--- src/rtl/win_check_sequencer.sv ---
// Move sequencer for the four-direction win checkers.
// Ports: move handshake (move_valid/move_ready/move_pos/move_chess),
//   board RAM (ram_addr/ram_we/ram_wdata/ram_rdata),
//   checker control (chk_reset/chk_active/chk_pointer/chk_chess,
//   chk_addr/chk_success/chk_done), one-cycle result (result_*).
//   reset is asynchronous, active-low.
module win_check_sequencer #(
  parameter int unsigned TIMEOUT = 64
) (
  input  logic        clk,
  input  logic        reset,
  input  logic        move_valid,
  output logic        move_ready,
  input  logic [7:0]  move_pos,
  input  logic [1:0]  move_chess,
  output logic [7:0]  ram_addr,
  output logic        ram_we,
  output logic [1:0]  ram_wdata,
  input  logic [1:0]  ram_rdata,
  output logic        chk_reset,
  output logic [3:0]  chk_active,
  output logic [7:0]  chk_pointer,
  output logic [1:0]  chk_chess,
  input  logic [31:0] chk_addr,
  input  logic [3:0]  chk_success,
  input  logic [3:0]  chk_done,
  output logic        result_valid,
  output logic        result_win,
  output logic [1:0]  result_dir,
  output logic        result_illegal,
  output logic        result_timeout
);

  typedef enum logic [2:0] {
    S_IDLE,
    S_READ,
    S_CHECK,
    S_WRITE,
    S_CLR,
    S_RUN,
    S_REPORT
  } state_t;

  localparam logic [7:0] TO_LIM = 8'(TIMEOUT);

  state_t     state;
  state_t     state_nxt;
  logic [7:0] pos;
  logic [1:0] chess;
  logic [1:0] dir;
  logic [7:0] cnt;
  logic [7:0] cnt_inc;
  logic       live;
  logic       win_q;
  logic       ill_q;
  logic       to_q;
  logic       accept;
  logic       bad;
  logic       hit;
  logic       fin;
  logic       expire;

  assign chk_pointer = pos;
  assign chk_chess   = chess;

  always_ff @(posedge clk or negedge reset) begin
    if (!reset) begin
      state <= S_IDLE;
    end else begin
      state <= state_nxt;
    end
  end

  always_comb begin
    state_nxt      = state;
    move_ready     = 1'b0;
    ram_addr       = 8'h00;
    ram_we         = 1'b0;
    ram_wdata      = 2'b00;
    chk_reset      = 1'b0;
    chk_active     = 4'b0000;
    result_valid   = 1'b0;
    result_win     = 1'b0;
    result_dir     = 2'b00;
    result_illegal = 1'b0;
    result_timeout = 1'b0;
    cnt_inc        = cnt + 8'd1;
    // live keeps move_ready low while reset is held
    accept         = move_valid && live;
    bad            = (ram_rdata != 2'b00) ||
                     (chess[1] == chess[0]);
    hit            = chk_success[dir];
    fin            = chk_done[dir];
    expire         = (cnt_inc == TO_LIM);
    unique case (state)
      S_IDLE: begin
        move_ready = live;
        if (accept) state_nxt = S_READ;
      end
      S_READ: begin
        ram_addr  = pos;
        state_nxt = S_CHECK;
      end
      S_CHECK: begin
        state_nxt = bad ? S_REPORT : S_WRITE;
      end
      S_WRITE: begin
        ram_we    = 1'b1;
        ram_addr  = pos;
        ram_wdata = chess;
        state_nxt = S_CLR;
      end
      S_CLR: begin
        chk_reset = 1'b1;
        state_nxt = S_RUN;
      end
      S_RUN: begin
        chk_active = 4'b0001 << dir;
        ram_addr   = chk_addr[{dir, 3'b000} +: 8];
        if (hit) begin
          state_nxt = S_REPORT;
        end else if (fin || expire) begin
          state_nxt = (dir == 2'd3) ? S_REPORT : S_CLR;
        end
      end
      S_REPORT: begin
        result_valid   = 1'b1;
        result_win     = win_q;
        result_dir     = win_q ? dir : 2'b00;
        result_illegal = ill_q;
        result_timeout = to_q;
        state_nxt      = S_IDLE;
      end
      default: state_nxt = S_IDLE;
    endcase
  end

  always_ff @(posedge clk or negedge reset) begin
    if (!reset) begin
      live  <= 1'b0;
      pos   <= 8'h00;
      chess <= 2'b00;
      dir   <= 2'd0;
      cnt   <= 8'h00;
      win_q <= 1'b0;
      ill_q <= 1'b0;
      to_q  <= 1'b0;
    end else begin
      live <= 1'b1;
      unique case (state)
        S_IDLE: begin
          if (accept) begin
            pos   <= move_pos;
            chess <= move_chess;
            dir   <= 2'd0;
            win_q <= 1'b0;
            ill_q <= 1'b0;
            to_q  <= 1'b0;
          end
        end
        S_CHECK: begin
          if (bad) ill_q <= 1'b1;
        end
        S_CLR: begin
          cnt <= 8'h00;
        end
        S_RUN: begin
          cnt <= cnt_inc;
          if (hit) begin
            win_q <= 1'b1;
          end else if (fin || expire) begin
            // flag only advances forced by the cycle limit
            if (!fin) to_q <= 1'b1;
            if (dir != 2'd3) dir <= dir + 2'd1;
          end
        end
        default: ;
      endcase
    end
  end

endmodule

--- config.mk ---
export PLATFORM = sky130hd
export DESIGN_NAME = win_check_sequencer
export DESIGN_NICKNAME = d
export VERILOG_FILES = /design/src/rtl/win_check_sequencer.sv
export SDC_FILE = /design/constraint.sdc
export NUM_CORES = 1
export LEC_CHECK = 0
export ABC_AREA = 1
export CAP_MARGIN = 20
export CORE_ASPECT_RATIO = 0.8
export CORE_MARGIN = 1
export CORE_UTILIZATION = 39
export CTS_BUF_LIST = sky130_fd_sc_hd__clkbuf_8
export DETAILED_ROUTE_END_ITERATION = 8
export PLACE_DENSITY = 0.85
export REMOVE_ABC_BUFFERS = 1
export SLEW_MARGIN = 20
export SYNTH_ARGS = -nofsm -noshare
export SYNTH_HDL_FRONTEND = slang
export SYNTH_SLANG_ARGS = --single-unit
export TNS_END_PERCENT = 20
--- constraint.sdc ---
create_clock -name clk -period 1.57 [get_ports clk]
set_input_delay 0.314 -clock clk [delete_from_list [all_inputs] [get_ports clk]]
set_output_delay 0.314 -clock clk [all_outputs]
set_load 0.05 [all_outputs]
Yosys cells after proc, flatten, opt, wreduce, memory -nomap -nowiden
Cells that the tools add are included.
{"block": "word_totals", "reg_bits": 27, "latchBits": 0, "mem_bits_rw": 0, "rom_bits": 0, "inputBits": 55, "output_inout_bits": 33, "elab_cells": 84, "memories": 0}
{"block": "op_classes", "n_addsub": 2, "mul": 0, "div_mod_pow": 0, "n_lt_le_gt_ge": 1, "eq_ne": 18, "n_shift": 2, "n_mux": 37, "bitwise": 0, "reduce_logical": 15}
{"op": "case mux 8 bit (2 select lines)", "n": 2}
{"op": "variable part select 32 x 6 -> 8 bit", "n": 1}
{"op": "case mux 3 bit (6 select lines)", "n": 1}
{"op": "2-to-1 mux 2 bit", "n": 8}
{"op": "!= test 2 bit (second input constant)", "n": 8}
{"op": "2-to-1 mux 1 bit", "n": 15}
{"op": "2-to-1 mux 3 bit", "n": 4}
{"op": "AND reduction 5 bit", "n": 2}
{"op": "equality test 3 bit (second input constant)", "n": 3}
{"op": "adder 8 x 1 -> 8 bit (second input constant)", "n": 1}
{"op": "equality test 8 x 7 -> 1 bit (second input constant)", "n": 1}
{"op": "nonzero test 2 bit", "n": 4}
{"op": "equality test 3 x 2 -> 1 bit (second input constant)", "n": 2}
{"op": "case mux 1 bit (2 select lines)", "n": 3}
{"op": "AND reduction 3 bit", "n": 2}
{"op": "binary-select mux 1 bit (select 2 bit)", "n": 2}
{"op": "2-to-1 mux 4 bit", "n": 1}
{"op": "case mux 2 bit (2 select lines)", "n": 1}
{"op": "AND reduction 2 bit", "n": 2}
{"op": "<< shifter 1 x 2 -> 4 bit (first input constant)", "n": 1}
{"op": "equality test 3 x 1 -> 1 bit (second input constant)", "n": 1}
{"op": "zero test 3 bit", "n": 1}
{"op": "less-than comparator 2 x 3 -> 1 bit (second input constant)", "n": 1}
{"op": "!= test 3 bit (second input constant)", "n": 1}
{"op": "other kinds (6)", "n": 7}

Longest topological paths before layout
{"block": "depth", "ltp_word": 6, "ltp_mapped": 11, "depth_no_buf": 11}

Worst setup path before layout
No wires, ideal clock.
{"block": "synth_timing", "path_type": "reg2out", "start": "register state[1]", "end": "output port result_dir[0]", "t_arrival_ps": 2978, "required_ps": 1256, "slack_ps": -1722, "stages_incl_launch_ff": 5, "path_buffers": 0, "cell_sequence": "dfrtp_1 > inv_1 > nor3_1 > inv_1 > nor3_1"}
{"block": "synth_via", "elab_chain_len": 2}
{"element": "start, declared", "line": "46", "source": "state_t state;"}
{"element": "start signal, assigned", "line": "70", "source": "state <= state_nxt;"}
{"element": "equality test 3 bit", "line": "95", "source": "unique case (state)"}
{"element": "2-to-1 mux 2 bit", "line": "95"}
{"element": "end, declared", "line": "29", "source": "output logic [1:0] result_dir,"}
No other way between the ends.

Worst setup path after layout
{"block": "layout_timing", "start": "register state[1]", "end": "output port ram_addr[7]"}
{"block": "layout_via", "elab_chain_len": 3, "elab_cells_between_ends": 5, "classes_between": "3 x eq/ne; 1 x mux; 1 x reduce/logical"}
{"element": "equality test 3 x 2 -> 1 bit or equality test 3 x 1 -> 1 bit (tied branches)", "line": "95"}
{"element": "OR reduction 2 bit (no line)"}
{"element": "case mux 8 bit (2 select lines) (*)", "line": "95"}
{"element": "end, declared", "line": "16", "source": "output logic [7:0] ram_addr,"}
Every way passes the cells marked *; elsewhere a longest branch is shown, timed or not.

==> results.md <==
- RSZ-0062 raised after global routing: yes
- Power Density: 1580 nW/um^2
- Yosys warns: 0
- Critical register-to-register path startpoint: state[2]$_DFFE_PN0P_
- Outcome: complete, but fails checks
- Total Wirelength: 8200 um
- Clock power frac: 0.068
- VDD IR-drop max: 0.00122 V
- Final Hold Viols: 0
- Initial antenna violation count: 0
- Synth Area per Inst: 7.21 um^2
- Global Route Usage Sum: 0.275
- Sequential share of power: 0.197
- Post-synth top flop: dfrtp_1
- Drc violations: 0
- Dpl cell area: 3450 um^2
- CTS clk-pin slew, worst paths: 0.10 ns
- Largest family of logic cells by synthesized area: simple AND/OR/NAND/NOR gates
- Final worst-path cycle share: 1.27
- Pins Over Slew Limit: 0
- Leading area contributor after synthesis: dfrtp_1
- Adder-cell share of the synthesized area: 0.0324
- FMAX: 0.500 GHz
- Post-DP HPWL: 4750 um
- Crit end category: output port
- Root Buffer: clkbuf_8
- First drt pass iteration count: 5
- Compound-Gate Fraction of Synth Area: 0.186
- Die span in x: 80.7 um
- Initial Utilization: 0.413
- Routed length per instance: 17.9 um
- Critical Path AT: 1.69 ns
- Logic pwr share: 0.735
- P_sw: 0.00296 W
- Final Util: 0.832
- Largest net degree at the start of global routing: 28
- Place WS: -0.302 ns
- P_leak: 1.77 nW
- CP max FO: 10
- Max Cap Violations: 0
- Crit Path Class: reg2out
- Filler instances: 241
- Share of layout cells above drive strength 1: 0.411
- Most frequent cells after synthesis: nand2_1, inv_1, dfrtp_1, a21oi_1, nor2_1
- Fraction of registers with async set or reset after synthesis: 1.00
- CP required: 1.26 ns
- Sequential fraction of the synthesis area: 0.350
- Simple-Gate Fraction of Synth Area: 0.327
- IO Port Bufs: 87
- Startpoint types: flop
- Num CTS Buffers: 3
- Int Pwr: 0.00317 W
- Min Tclk post-route: 2.00 ns
- CTS tree: yes
- Mapped Cells: 268
- Io pins: 88
- Chip height: 65.0 um
- Setup TNS: -8.07 ns
- Most numerous cell in the Yosys netlist: nand2_1
- Dominant delay contributor by cell family on the critical path: compound AO/OA/AOI/OAI gates
- DR iter-0 viols: 287
- Syn Std Cell Area: 1930 um^2
- Mux contribution to synthesized area: 0
- Final setup margin: -0.430 ns
- Max clock buf depth: 2
- CP max stage delay: 0.42 ns
- Post-Synth XOR/XNOR Area: 0.00453
- Clock Latency Late Sink: 0.29 ns
- Power, Total: 0.00613 W
- Post-synth EDFFs: 0
- Final Skew: 0.00404 ns
- Gp weighted congestion: 0.808
- Sw Share: 0.483
- Inserted Diodes: 0
- Total gr overflow: 0
- Setup violations, final: 38
- Via count: 2508
- Die area: 5240 um^2
- Area growth, synth to finish: 101%
- Worst Hold Class: in2async
- Vias/cell: 5.49
- Rows: 22
- Core box area: 4680 um^2
- Post-route ant nets: 0
- Crit path launch: state[1]$_DFFE_PN0P_
- Layout net count: 458
- CP Cell Sequence: inv_2 -> nand2_4 -> nor2_8 -> inv_6 -> a221oi_2 -> a31o_1 -> buf_12
- Failing checks: negative setup slack
- Bufs and invs on worst path: 3
- Area contributors post-synth: dfrtp_1, nand2_1, inv_1, a21oi_1, nor2_1
- Final Cell Area: 3890 um^2
- Worst path slowest cell: dfrtp_1
- H-tree depth: 1
- Vias in the first global route: 2351
- Yosys top cell area share: 0.350
- Post-synth cell types: 35
- Global-route wire length before repair: 11000 um
- Post-CTS Hold Buffers: 0
- Clk sinks: 27
- FF+latch count, synth: 27
==> placed cells by master (no fill, tap or decap), types with 10 or more instances in the layout <==
cell             instances
a21oi_1                 16
buf_12                  35
buf_4                   34
clkdlybuf4s50_1         54
dfrtp_1                 25
inv_1                   21
nand2_1                 73
nand3_1                 10
==> registers in the layout (all words and copies together) (netlist names) <==
register and count:
chk_chess 2, chk_pointer 8, cnt 8, dir 2
ill_q 1, live 1, state 3, to_q 1
win_q 1
==> metrics by stage <==
step | hold slack, ns | cells
after floorplan | 0.0184 | 258
after global placement | 0.486 | 443
after detailed placement | 0.493 | 443
after CTS | 0.400 | 451
after global routing | 0.449 | 457
final | 0.389 | 457
==> worst paths after layout <==
path	slack [ns]	to	cells past startpoint
max in group asynchronous	0.88	dir[0]$_DFFE_PN0P_	2
setup / recovery	-0.43	ram_addr[7]	7
hold reg to reg	0.56	ill_q$_DFFE_PN0P_	2
hold / removal	0.39	ill_q$_DFFE_PN0P_	2
min in group clk	0.55	chk_pointer[0]$_DFFE_PN0P_	3
setup reg to reg	-0.40	to_q$_DFFE_PN0P_	13
==> what timing repair did <==
item | in CTS | in global routing
gates resized for setup | 50 | 36
gates cloned | 0 | 1
buffers inserted | 4 | 5
endpoints found under the hold margin | 0 | 0
setup endpoints to repair | 27 | 40
pin swaps | 8 | 10
==> power by group through the flow <==
stage               logic, W  registers, W  clock network [W]
detailed placement   0.00379       0.00118                  0
global route         0.00470       0.00122           0.000443
floorplan            0.00142       0.00156                  0
finish               0.00451       0.00121           0.000420
CTS                  0.00406       0.00118           0.000415
global placement     0.00372       0.00117                  0
==> final cells by class <==
type | instances | area, um^2 | area share
Clock buffer | 3 | 41.3 | 0.0106
Clock inverter | 1 | 5.00 | 0.00129
Timing Repair Buffer | 135 | 1650 | 0.424
Tap cell | 60 | 75.1 | 0.0193
Sequential cell | 27 | 678 | 0.174
Multi-Input combinational cell | 197 | 1290 | 0.332
Inverter | 34 | 148 | 0.0379
==> kinds of logic after synthesis <==
group           Yosys count
simple gates            138
compound gates           52
buf+inv                  44
flops                    27
fa+ha+maj                 5
xor+xnor                  1
other cells               1
==> routing by layer <==
metal / GRT usage / routed length, um / vias up
li1: - / - / 1137
met1: 0.319 / 3230 / 1178
met2: 0.504 / 4010 / 159
met3: 0.0535 / 592 / 34
met4: 0.0848 / 372 / 0
met5: 0 / 0 / -
(Power assumes the default switching activity.)
